**config.mk**
```make
export PLATFORM = sky130hd
export DESIGN_NAME = mem_port
export DESIGN_NICKNAME = d
export VERILOG_FILES = /design/src/rtl/mem_port.sv
export SDC_FILE = /design/constraint.sdc
export NUM_CORES = 1
export LEC_CHECK = 0
export ABC_AREA = 1
export BUFFER_PORTS_ARGS = -buffer_cell sky130_fd_sc_hd__buf_4
export CORE_MARGIN = 2
export CORE_UTILIZATION = 35
export DETAILED_ROUTE_END_ITERATION = 10
export PLACE_DENSITY = 0.66
export SKIP_LAST_GASP = 1
export SLEW_MARGIN = 0
export SYNTH_ARGS = -nofsm -noshare
export SYNTH_HDL_FRONTEND = slang
export SYNTH_SLANG_ARGS = --single-unit
```
**constraint.sdc**
```tcl
create_clock -name clk -period 1.2 [get_ports clk]
set_input_delay 0.18 -clock clk [delete_from_list [all_inputs] [get_ports clk]]
set_output_delay 0.18 -clock clk [all_outputs]
set_load 0.03 [all_outputs]
```
**src/rtl/mem_port.sv**
```systemverilog
// Multicycle memory port: turns decoder strobes into one registered valid/ready access and
// holds the instruction and memory data registers. Optional abort on a stuck access: MEM_PORT_TIMEOUT_EN.
module mem_port #(
  parameter int DATA_W  = 32,
  parameter int TIMEOUT = 255
) (
  input  logic              clk,
  input  logic              reset,
  input  logic [DATA_W-1:0] pc,
  input  logic [DATA_W-1:0] aluout,
  input  logic [DATA_W-1:0] wd,
  input  logic              IorD,
  input  logic              IRwrite,
  input  logic              memwrite,
  output logic [DATA_W-1:0] mem_addr,
  output logic [DATA_W-1:0] mem_wdata,
  output logic              mem_we,
  output logic              mem_valid,
  input  logic              mem_ready,
  input  logic [DATA_W-1:0] mem_rdata,
  output logic [DATA_W-1:0] instr,
  output logic [DATA_W-1:0] data,
  output logic              stall,
  output logic              err
);

  if (TIMEOUT < 1) begin : g_bad_timeout
    $error("mem_port: TIMEOUT must be at least 1");
  end

  typedef enum logic [1:0] {IDLE, BUSY, DONE} state_t;

  state_t state, state_nxt;
  logic   req;
  logic   start;
  logic   capture;
  logic   abort;
  logic   is_fetch;

  function automatic logic [DATA_W-1:0] word_align(input logic [DATA_W-1:0] a);
    return {a[DATA_W-1:2], 2'b00};
  endfunction

  assign req   = IorD | IRwrite;
  assign start = (state == IDLE) && req;
  assign stall = !reset && (start || (state == BUSY));

`ifdef MEM_PORT_TIMEOUT_EN
  localparam int CNT_W = ($clog2(TIMEOUT + 1) > 8) ? $clog2(TIMEOUT + 1) : 8;

  logic [CNT_W-1:0] cnt;
  logic             err_q;
  logic             expired;

  assign expired = (cnt == CNT_W'(TIMEOUT - 1));

  // Counts unanswered BUSY cycles; the cycle that hits TIMEOUT is the last BUSY cycle.
  always_ff @(posedge clk) begin
    if (reset) begin
      cnt   <= '0;
      err_q <= 1'b0;
    end else begin
      if (start)
        cnt <= '0;
      else if (state == BUSY && !mem_ready)
        cnt <= cnt + CNT_W'(1);
      if (abort)
        err_q <= 1'b1;
    end
  end

  assign err = err_q;
`else
  assign err = 1'b0;
`endif

  always_ff @(posedge clk) begin
    if (reset)
      state <= IDLE;
    else
      state <= state_nxt;
  end

  always_comb begin
    state_nxt = state;
    capture   = 1'b0;
    abort     = 1'b0;
    case (state)
      IDLE: if (req) state_nxt = BUSY;
      BUSY: begin
        if (mem_ready) begin
          capture   = 1'b1;
          state_nxt = DONE;
        end
`ifdef MEM_PORT_TIMEOUT_EN
        else if (expired) begin
          abort     = 1'b1;
          state_nxt = DONE;
        end
`endif
      end
      DONE:    state_nxt = IDLE;
      default: state_nxt = IDLE;
    endcase
  end

  // Request register: latched once in IDLE, held unchanged for the whole BUSY phase.
  always_ff @(posedge clk) begin
    if (reset) begin
      mem_valid <= 1'b0;
      mem_we    <= 1'b0;
      mem_addr  <= '0;
      mem_wdata <= '0;
      is_fetch  <= 1'b0;
    end else if (start) begin
      mem_valid <= 1'b1;
      mem_we    <= IorD & memwrite;
      mem_addr  <= word_align(IorD ? aluout : pc);
      mem_wdata <= wd;
      is_fetch  <= !IorD;
    end else if (capture || abort) begin
      mem_valid <= 1'b0;
      mem_we    <= 1'b0;
    end
  end

  // A timed-out access loads zero so stale data cannot be mistaken for a result.
  always_ff @(posedge clk) begin
    if (reset) begin
      instr <= '0;
      data  <= '0;
    end else if (capture || abort) begin
      if (is_fetch)
        instr <= abort ? '0 : mem_rdata;
      else if (!mem_we)
        data  <= abort ? '0 : mem_rdata;
    end
  end

endmodule
```
==> results by group <==
Critical path
  – CP Launch Type: register
  – Critical path's top delay family: flip-flops
  – Reg2reg end: data[15]
  – CP bufs+invs: 1
  – Setup crit end kind: output pin
  – Worst Path Arrival: 1.27 ns
  – Crit path launch: state[1]
  – Crit Path Class: reg2out
  – Worst Reg-to-Reg Cells: 8
  – Reg2Reg Launch Point: state[1]
  – Crit-path cells: nor2_4 > nand2_2 > a21oi_4 > buf_6
  – Critical path depth: 4
  – CP max stage delay: 0.36 ns
  – Slowest CP cell: dfxtp_4
  – Setup slack, reg-to-reg: -0.11 ns
  – Critical-path maximum fanout: 3
  – Crit path required time: 1.02 ns
  – CP endpoint: stall

STA
  – Clk_skew: 0.00744 ns
  – Fin crit share: 121%
  – RSZ-0062 raised after global routing: true
  – Final Hold Vio Count: 0
  – Setup-failing EPs final: 83
  – Final worst slack: -0.248 ns
  – Achievable Freq: 691 MHz
  – Fin. max-slew vios: 0
  – Setup tns final: -5.26 ns
  – Min Clock Period, post-route: 1.45 ns

Synthesis
  – Top-area cell type share of the netlist area: 48.7%
  – Cells after synthesis: 755
  – FF+latch count, synth: 131
  – Synth Cell Area: 5390 µm²
  – Syn_area_per_cell: 7.14 µm²
  – Sequential-to-total area share from yosys stat: 48.7%
  – Largest cells by area after synthesis: dfxtp_1, nor2_1, nand2_1
  – Synth cell types: 21
  – Area leader, netlist: dfxtp_1
  – Synth Warn #: 0

Clock tree
  – Clock Path Buffers: 2
  – CTS Sinks: 131
  – Clk root buf: clkbuf_16
  – Clk slew on worst S/H paths: 0.05 ns
  – Htree depth: 4
  – CTS buffer count: 17
  – Clock tree from TritonCTS: yes
  – Clock Latency Late Sink: 0.42 ns

Routing
  – Drt via density: 4.78
  – Total wire length: 18400 µm
  – Routed wire per std cell: 15.0 µm
  – Drt drc: 0
  – Antenna Nets Post-Route: 0
  – 1st-pass router iterations: 6
  – Drt first-iter violations: 384
  – Via Count: 5869

Die
  – Rows: 45
  – Num ports: 266
  – Die width: 128 µm
  – Initial Utilization: 35.6%
  – Die Y: 128 µm
  – Core area: 15100 µm²
  – Die area: 16400 µm²

GRT
  – Initial antenna violation count: 0
  – Vias in the first global route: 5307
  – First-pass GRT wire length: 27500 µm
  – Overall Global Routing Usage: 21.6%
  – GRT overflow: 0
  – Largest net degree at the start of global routing: 58

Layout
  – Finished Core Util: 58.5%
  – Antenna diodes: 0
  – Commonest non-fill, non-tap cells in the layout: buf_4, nor2_1, nand2_1
  – Nets@finish: 1164
  – Most common cell after layout, fill and taps aside: buf_4
  – Layout cells sized above 1: 34.5%
  – Fill cells: 1458
  – Area grow syn2layout: 64.4%

Min path
  – Hold Crit Class: in2reg

Power
  – PwrDens: 1520 nW/µm²
  – Worst VDD drop: 933 µV
  – P_leak: 0.00428 µW
  – Final Power: 13500 µW

Flow run
  – Max Cap Viol: 0

Place
  – Routability-driven placement congestion ratio: 0.770
  – Port Buffers: 258
  – Detailed placer's ending HPWL: 11700 µm

Run status
  – Status: finished, violations left
  – Failing checks: negative setup slack
[state kept, by name, summed over array words and instances, names as in the netlist]
signal	flops
mem_we	1
mem_valid	1
mem_addr	30
state	2
is_fetch	1
data	32
instr	32
mem_wdata	32
[cells by family (layout without fill, tap and decap cells)]
kind of cell,count (synthesis),after routing,synth area share (%)
compound gates,99,99,9.20
flops,131,131,48.7
other cells,1,3,0.0696
simple gates,423,423,33.1
buf+inv,101,385,8.99
[metrics by stage]
stage                     hold slack [ns]  instance area (µm²)  setup slack [ns]  std cells
after floorplan                     0.327                 5410           -0.0239        757
after global placement              0.414                 7550            0.0185       1163
after detailed placement            0.423                 7550           -0.0447       1163
after CTS                        0.000237                 8540            -0.265       1215
after global routing             -0.00769                 8860            -0.307       1229
final                             0.00304                 8860            -0.248       1229
[power breakdown]
group          total (µW)  internal [µW]  switching (µW)
clock                5230           3400            1830
combinational        3360           1500            1860
sequential           4880           4690             188
[area by class of cell]
class / instances / area, µm² / area share (%)
Timing Repair Buffer: 316 / 2890 / 32.7
Tap cell: 188 / 235 / 2.66
Sequential cell: 131 / 2640 / 29.8
Clock buffer: 25 / 485 / 5.48
Multi-Input combinational cell: 525 / 2350 / 26.6
Clock inverter: 5 / 100 / 1.13
Inverter: 39 / 154 / 1.74
[worst register-to-register path, cell delays in order, from the launching register on]
cell       delay (ns)
dfxtp_4          0.36
buf_4            0.14
nor2_4           0.12
buf_6            0.16
buf_12           0.12
clkbuf_16        0.14
nand4_1          0.07
nand2_1          0.07
nor2_1           0.03
[how the worst min path moves through the flow]
stage	startpoint	to	slack, ns	cells after the start
after floorplan	wd[0]	mem_wdata[0]	0.33	2
after global placement	wd[3]	mem_wdata[3]	0.41	3
after detailed placement	wd[2]	mem_wdata[2]	0.42	3
after CTS	wd[7]	mem_wdata[7]	0.0002	3
after global routing	wd[18]	mem_wdata[18]	-0.008	3
final	wd[16]	mem_wdata[16]	0.003	3
[cell usage after synthesis (all sizes together)]
master / n
o21ai: 62
nand4: 65
nor2: 194
conb: 1
nor3: 1
buf: 34
clkbuf: 28
dfxtp: 131
a21oi: 37
nand2: 160
nand3: 2
or2: 1
inv: 39
[layer usage]
layer,vias to the layer above,part of all wire (%),global-route usage [%]
li1,2976,-,-
met1,2643,41,26.0
met2,229,49,35.3
met3,21,9.0,8.89
met4,0,1.3,6.59
met5,-,0,0
[what timing repair did]
item,in CTS,in global routing
hold buffers,10,2
gates resized for setup,32,34
pin swaps,4,2
setup endpoints to repair,35,131
setup buffers,6,4
gates cloned,6,9
endpoints found under the hold margin,10,2
Power figures use the tool's default switching activity.
